File: src/rtl/phy_rx_pkg.sv
// Shared definitions for the multi-lane receive PHY: default symbols and lane FSM states.
package phy_rx_pkg;

    localparam logic [7:0] DEF_COMMA = 8'hBC;
    localparam logic [7:0] DEF_IDLE  = 8'h7C;

    typedef enum logic [1:0] {
        HUNT   = 2'd0,
        ALIGN  = 2'd1,
        LOCKED = 2'd2
    } lane_state_e;

endpackage

File: src/rtl/phy_rx_lane_align.sv
// One serial lane: shift register, symbol boundary counter, comma lock FSM and
// a strobe marking each on-boundary data symbol once locked.
module phy_rx_lane_align
    import phy_rx_pkg::*;
#(
    parameter int                WIDTH      = 8,
    parameter logic [WIDTH-1:0]  COMMA      = WIDTH'(DEF_COMMA),
    parameter logic [WIDTH-1:0]  IDLE       = WIDTH'(DEF_IDLE),
    parameter int                LOCK_COUNT = 4
) (
    input  logic             clk,
    input  logic             rst,
    input  logic             resync,
    input  logic             din,
    output logic             locked,
    output logic             sym_vld,
    output logic [WIDTH-1:0] sym
);

    localparam int FW = $clog2(WIDTH + 1);
    localparam int BW = (WIDTH > 1) ? $clog2(WIDTH) : 1;
    localparam int CW = $clog2(LOCK_COUNT + 1);

    logic [WIDTH-1:0] sr_q, sr_d;
    logic [FW-1:0]    fill_q, fill_d;
    logic [BW-1:0]    bit_q, bit_d;
    logic [CW-1:0]    cnt_q, cnt_d;
    lane_state_e      state_q, state_d;
    logic             boundary, is_comma;

    always_comb begin
        sr_d     = {sr_q[WIDTH-2:0], din};
        fill_d   = (fill_q == FW'(WIDTH)) ? fill_q : fill_q + FW'(1);
        boundary = (bit_q == BW'(WIDTH - 1));
        bit_d    = boundary ? '0 : bit_q + BW'(1);
        is_comma = (sr_q == COMMA);
        state_d  = state_q;
        cnt_d    = cnt_q;
        sym_vld  = 1'b0;
        case (state_q)
            HUNT: begin
                // The cycle the comma is seen is treated as the boundary itself.
                if (fill_q == FW'(WIDTH) && is_comma) begin
                    bit_d   = '0;
                    cnt_d   = CW'(1);
                    state_d = (LOCK_COUNT == 1) ? LOCKED : ALIGN;
                end
            end
            ALIGN: begin
                if (boundary) begin
                    if (is_comma) begin
                        cnt_d = cnt_q + CW'(1);
                        if (cnt_q + CW'(1) == CW'(LOCK_COUNT)) state_d = LOCKED;
                    end else begin
                        cnt_d   = '0;
                        state_d = HUNT;
                    end
                end
            end
            LOCKED: sym_vld = boundary && !is_comma && (sr_q != IDLE);
            default: state_d = HUNT;
        endcase
        if (resync) begin
            sr_d    = '0;
            fill_d  = '0;
            bit_d   = '0;
            cnt_d   = '0;
            state_d = HUNT;
        end
    end

    always_ff @(posedge clk or posedge rst) begin
        if (rst) begin
            sr_q    <= '0;
            fill_q  <= '0;
            bit_q   <= '0;
            cnt_q   <= '0;
            state_q <= HUNT;
        end else begin
            sr_q    <= sr_d;
            fill_q  <= fill_d;
            bit_q   <= bit_d;
            cnt_q   <= cnt_d;
            state_q <= state_d;
        end
    end

    assign locked = (state_q == LOCKED);
    assign sym    = sr_q;

endmodule

File: src/rtl/phy_rx_lanes.sv
// N-lane receive PHY: per-lane alignment, per-lane skew FIFOs and a round-robin
// unstriper that waits on the current lane until it has a symbol.
module phy_rx_lanes
    import phy_rx_pkg::*;
#(
    parameter int               LANES      = 2,
    parameter int               WIDTH      = 8,
    parameter logic [WIDTH-1:0] COMMA      = WIDTH'(DEF_COMMA),
    parameter logic [WIDTH-1:0] IDLE       = WIDTH'(DEF_IDLE),
    parameter int               LOCK_COUNT = 4,
    parameter int               DEPTH      = 4
) (
    input  logic             clk_8f,
    input  logic             reset,
    input  logic [LANES-1:0] data_in,
    input  logic             resync,
    output logic [WIDTH-1:0] data_out,
    output logic             valid_out,
    output logic [LANES-1:0] lane_locked,
    output logic             active,
    output logic [LANES-1:0] overflow
);

    localparam int AW = $clog2(DEPTH);
    localparam int PW = (LANES > 1) ? $clog2(LANES) : 1;
    localparam logic [AW:0] PTR_ONE = 1;

    logic [LANES-1:0]                       sym_vld;
    logic [LANES-1:0][WIDTH-1:0]            sym;
    logic [LANES-1:0][DEPTH-1:0][WIDTH-1:0] mem_q, mem_d;
    logic [LANES-1:0][AW:0]                 wptr_q, wptr_d, rptr_q, rptr_d;
    logic [LANES-1:0]                       ovf_q, ovf_d;
    logic [LANES-1:0]                       empty, full, pop;
    logic [PW-1:0]                          rr_q, rr_d;
    logic                                   valid_q, valid_d;
    logic [WIDTH-1:0]                       dout_q, dout_d;

    for (genvar l = 0; l < LANES; l++) begin : g_lane
        phy_rx_lane_align #(
            .WIDTH      (WIDTH),
            .COMMA      (COMMA),
            .IDLE       (IDLE),
            .LOCK_COUNT (LOCK_COUNT)
        ) u_align (
            .clk     (clk_8f),
            .rst     (reset),
            .resync  (resync),
            .din     (data_in[l]),
            .locked  (lane_locked[l]),
            .sym_vld (sym_vld[l]),
            .sym     (sym[l])
        );
    end

    assign active = &lane_locked;

    always_comb begin
        mem_d   = mem_q;
        wptr_d  = wptr_q;
        rptr_d  = rptr_q;
        ovf_d   = ovf_q;
        rr_d    = rr_q;
        valid_d = 1'b0;
        dout_d  = dout_q;
        empty   = '0;
        full    = '0;
        pop     = '0;
        for (int l = 0; l < LANES; l++) begin
            empty[l] = (wptr_q[l] == rptr_q[l]);
            full[l]  = (wptr_q[l][AW] != rptr_q[l][AW]) &&
                       (wptr_q[l][AW-1:0] == rptr_q[l][AW-1:0]);
            pop[l]   = active && (rr_q == PW'(l)) && !empty[l];
            if (pop[l]) begin
                dout_d    = mem_q[l][rptr_q[l][AW-1:0]];
                valid_d   = 1'b1;
                rptr_d[l] = rptr_q[l] + PTR_ONE;
                rr_d      = (l == LANES - 1) ? '0 : PW'(l + 1);
            end
            // A pop in the same cycle frees the slot, so a full FIFO still accepts.
            if (sym_vld[l]) begin
                if (full[l] && !pop[l]) begin
                    ovf_d[l] = 1'b1;
                end else begin
                    mem_d[l][wptr_q[l][AW-1:0]] = sym[l];
                    wptr_d[l] = wptr_q[l] + PTR_ONE;
                end
            end
        end
        if (resync) begin
            wptr_d  = '0;
            rptr_d  = '0;
            ovf_d   = '0;
            rr_d    = '0;
            valid_d = 1'b0;
        end
    end

    always_ff @(posedge clk_8f or posedge reset) begin
        if (reset) begin
            mem_q   <= '0;
            wptr_q  <= '0;
            rptr_q  <= '0;
            ovf_q   <= '0;
            rr_q    <= '0;
            valid_q <= 1'b0;
            dout_q  <= '0;
        end else begin
            mem_q   <= mem_d;
            wptr_q  <= wptr_d;
            rptr_q  <= rptr_d;
            ovf_q   <= ovf_d;
            rr_q    <= rr_d;
            valid_q <= valid_d;
            dout_q  <= dout_d;
        end
    end

    assign data_out  = dout_q;
    assign valid_out = valid_q;
    assign overflow  = ovf_q;

endmodule

File: config.mk
export PLATFORM = sky130hd
export DESIGN_NAME = phy_rx_lanes
export DESIGN_NICKNAME = d
export VERILOG_FILES = /design/src/rtl/phy_rx_pkg.sv /design/src/rtl/phy_rx_lane_align.sv /design/src/rtl/phy_rx_lanes.sv
export SDC_FILE = /design/constraint.sdc
export NUM_CORES = 1
export LEC_CHECK = 0
export BUFFER_PORTS_ARGS = -buffer_cell sky130_fd_sc_hd__buf_4
export CAP_MARGIN = 20
export CORE_UTILIZATION = 34
export CTS_CLUSTER_DIAMETER = 80
export DETAILED_ROUTE_END_ITERATION = 10
export PLACE_DENSITY = 0.47
export SLEW_MARGIN = 20
export SYNTH_ARGS = -nofsm -noshare
export SYNTH_HDL_FRONTEND = slang
export SYNTH_SLANG_ARGS = --single-unit
File: constraint.sdc
create_clock -name clk_8f -period 3.6 [get_ports clk_8f]
set_input_delay 0.18 -clock clk_8f [delete_from_list [all_inputs] [get_ports clk_8f]]
set_output_delay 0.18 -clock clk_8f [all_outputs]
set_load 0.05 [all_outputs]
==> results.md <==
Power and ir drop:
- Power spread over the standard cell area amounts to between 400 and 500 nW/um2.
- For this design the static power due to leakage is 0.00331 uW.
- VDD sags by at most 0.311 mV.

Drt:
- The first TritonRoute pass finished after 4 iterations.
- The number of vias after detailed routing is 3606.
- After detailed routing, the total wire length is 12.3 mm.
- The number of DRC violations after detailed-routing iteration 0 is 161.
- In the final routed layout, each cell accounts on average for 17.0 um.
- The count of nets left with antenna violations once routing finished came out at 0.
- The detailed-route DRC error count is 0.
- The via density per instance is 4.97.

Clock network:
- The total clock sinks is around 130.
- In this run the clock root is driven by a clkbuf_16.
- The clock tree from TritonCTS is built.
- After clock tree synthesis, the clock-pin slew on the worst setup and hold paths is 0.05 ns.
- Counting the buffers created by CTS gives 17.
- After clock tree synthesis, the repair step resized 0 gates.
- The number of post-CTS setup repair buffers is 0.
- The clock passes through at most 2 buffers.
- The insertion delay to the later sink of the worst-skew pair is 0.41 ns.
- CTS built an H-tree with a depth of 4.

Global routing:
- The number of global-route vias before repair is roughly 3.8k.
- Entering global routing, the biggest net connects 66 pins.
- The number of antenna violations at the first check in global routing is 0.
- The global-route usage over all layers is between 10% and 20%.
- Summed over all layers, the global routing overflow is 0.
- The first-pass GRT wire length is 20.9 mm.

Critical path:
- The capturing point of the worst reg2reg path is data_out[5]$_DFFE_PP0P_.
- Data on the critical path is required at its endpoint by 3.89 ns.
- The type of origin of the critical path is a register.
- The kind of capture point of the worst setup path is a register.
- The data arrival time of the critical path is 2.63 ns.
- The start-to-end type of the worst setup path is register to register.
- In this run the worst path has a maximum fanout of 14.
- The worst register-to-register path has a depth of 4.
- The startpoint identified for the worst register-to-register timing path is g_lane[0].u_align.state_q[0]$_DFFE_PP0P_.
- The setup slack of the most critical reg-to-reg path is about 1.3 ns.

Timing:
- The setup total negative slack is 0 ns.
- The worst slew margin relative to its limit is between 40% and 50%.
- The highest attainable clock frequency is 428 MHz.
- Setup repair after global routing left no endpoint under its margin.
- The minimum clock period after layout is 2.34 ns.
- Dividing the final minimum period by the clock period gives 65.0%.
- The number of hold violations in the final report came to 0.
- The transition time at the pin with the least slew margin is ~0.8 ns.
- The total of endpoints with negative setup slack in the final report is 0.
- The final clock skew is between 0.007 and 0.008 ns.
- The max-slew violation total from the final report is 0.

Synth:
- After synthesis, flip-flops and latches occupy ~53% of the total area.
- The mapped netlist covers between 6000 and 7000 um2.
- The distinct cell type count after synthesis is 51.
- Counting flops with an async set or reset pin after synthesis yields a share of 100%.
- The per-instance average area after synthesis is about 13 um2.
- The count of flip-flops with a built-in enable after synthesis is 0.
- In the synthesized netlist the dominant register cell turns out to be dfrtp_1.
- The number of standard cells after synthesis is 462.
- Counting every net in the synthesized netlist gives 489.
- For this run, the number of Yosys warnings is 0.
- The synthesized design contains 128 register bits.

Finish:
- The library cell used most frequently in the layout, excluding fill and tap cells, is dfrtp_1.
- Once layout is done, the placed cells without fillers occupy approximately 7100 um2.
- In the layout the commonest cells are dfrtp_1, mux2_2, nor2_1.
- The number of antenna repair diodes is 0.
- The final core utilization is 40.6%.
- The net count of the finished layout is a little over 500.
- The area growth from synthesis to layout is 15.9%.
- In the final layout, the share of cells above drive strength 1 is 29.6%.

Die:
- The core area is 17400 um2.
- The die is 136 um tall.
- The die boundary width is 136 um.
- The die covers 18400 um2.
- The initial utilization of the core area, before any placement, comes to 35.0%.
- 19 I/O pins were placed.
- The floorplan has 48 rows.

Hold path:
- The tightest min-delay check is of the input pin to register type.
- In this run the most critical hold path is launched from resync.
- Along the worst hold path, the cell count comes to 2.
- The end point of the most critical hold path is g_lane[1].u_align.fill_q[3]$_DFFE_PP0P_.

Place:
- The post-detailed-placement cell area is around 6400 um2.
- Routability-driven placement finished with a final weighted congestion of 0.735.
- The placed wire-length estimate is around 7.8 mm.
- The count of port buffers added during placement is 18.

Status:
- The run finished with clean final reports.

Run:
- Across the run, the number of max-cap violations was 0.
sequential cells by signal, summed over array words and instances, names as in the netlist:
register / flops
mem_q: 64
g_lane.u_align.sym: 16
data_out: 8
g_lane.u_align.fill_q: 8
g_lane.u_align.bit_q: 6
g_lane.u_align.cnt_q: 6
rptr_q: 6
wptr_q: 6
g_lane.u_align.state_q: 4
overflow: 2
rr_q: 1
valid_out: 1
worst max path at each step:
stage	cells after the start	from	to	slack, ns
3_5_place_dp	4	g_lane[0].u_align.state_q[0]$_DFFE_PP0P_	data_out[7]$_DFFE_PP0P_	1.28
2_1_floorplan	1	reset	data_out[0]$_DFFE_PP0P_	0.007
5_1_grt	4	g_lane[0].u_align.state_q[0]$_DFFE_PP0P_	data_out[5]$_DFFE_PP0P_	1.11
6_report	4	g_lane[0].u_align.state_q[0]$_DFFE_PP0P_	data_out[5]$_DFFE_PP0P_	1.26
3_3_place_gp	4	g_lane[0].u_align.state_q[0]$_DFFE_PP0P_	data_out[7]$_DFFE_PP0P_	1.31
4_1_cts	4	g_lane[0].u_align.state_q[0]$_DFFE_PP0P_	data_out[7]$_DFFE_PP0P_	1.28
stage by stage:
stage                     cells  hold WS [ns]  total power (uW)  worst slack, ns
after floorplan             462         0.318              1590          0.00736
after CTS                   725         0.294              3380             1.28
final                       725         0.281              3320             1.26
after global routing        725         0.319              3460             1.11
after detailed placement    690         0.396              1640             1.28
after global placement      690         0.399              1630             1.31
cells by family (layout without fill, tap and decap cells):
| kind of cell | Yosys count | after routing | share of synthesized area [%] |
|---|---|---|---|
| AO/OA/AOI/OAI | 53 | 53 | 6.87 |
| XOR/XNOR | 19 | 19 | 2.86 |
| adder cells (fa/ha/maj) | 22 | 22 | 4.52 |
| buffers and inverters | 40 | 78 | 3.13 |
| flip-flops | 128 | 128 | 52.7 |
| multiplexers | 84 | 84 | 18.5 |
| AND/OR/NAND/NOR | 116 | 116 | 11.5 |
cells in the mapped netlist, types with 3 or more instances:
master,number,area [um2]
a21o_1,4,30.0
a21oi_1,17,85.1
a31oi_1,4,25.0
buf_2,5,25.0
buf_4,3,22.5
buf_6,3,33.8
clkbuf_1,7,26.3
dfrtp_1,128,3200
ha_1,22,275
inv_1,22,82.6
mux2_1,6,67.6
mux2_2,61,687
mux4_2,16,360
nand2_1,11,41.3
nand2b_1,6,37.5
nand3_1,7,35.0
nand3_2,8,80.1
nand3b_1,6,45.0
nor2_1,28,105
nor2b_1,22,138
nor3b_1,3,22.5
nor4_1,3,18.8
o21ai_0,4,20.0
o22ai_1,8,50.1
or3_1,3,18.8
xnor2_1,8,70.1
xor2_1,10,87.6
power breakdown:
part	switching, uW	internal (uW)	leakage [uW]
sequential	20.1	1460	0.00177
combinational	87.0	40.5	0.00125
clock	619	1090	0.000292
total	726	2590	0.00331
metal layers:
metal	vias up	part of all wire, %	track usage, %
met5	-	0	0
met4	0	1.3	5.43
met3	12	3.3	4.38
met2	44	46	22.9
met1	1839	49	21.1
li1	1711	-	-
critical path: stages, from the launching register on:
cell	delay, ns
dfrtp_1	0.48
nand4bb_1	0.48
a311o_1	0.65
and2_4	0.26
a221o_1	0.35
cell type report:
type | count | area, um2
clock buffers | 22 | 484
inverters | 22 | 85.1
well taps | 225 | 282
multi-input cells | 294 | 2690
clock inverters | 10 | 109
fillers | 1619 | 10300
flip-flops and latches | 128 | 3200
repair buffers | 24 | 200
what timing repair did:
| action | CTS | global route |
|---|---|---|
| hold buffers | 3 | 0 |
| hold endpoints to repair | 65 | 0 |
| setup endpoints to repair | 0 | 0 |
Note: power is estimated with default switching activity, not from simulation.
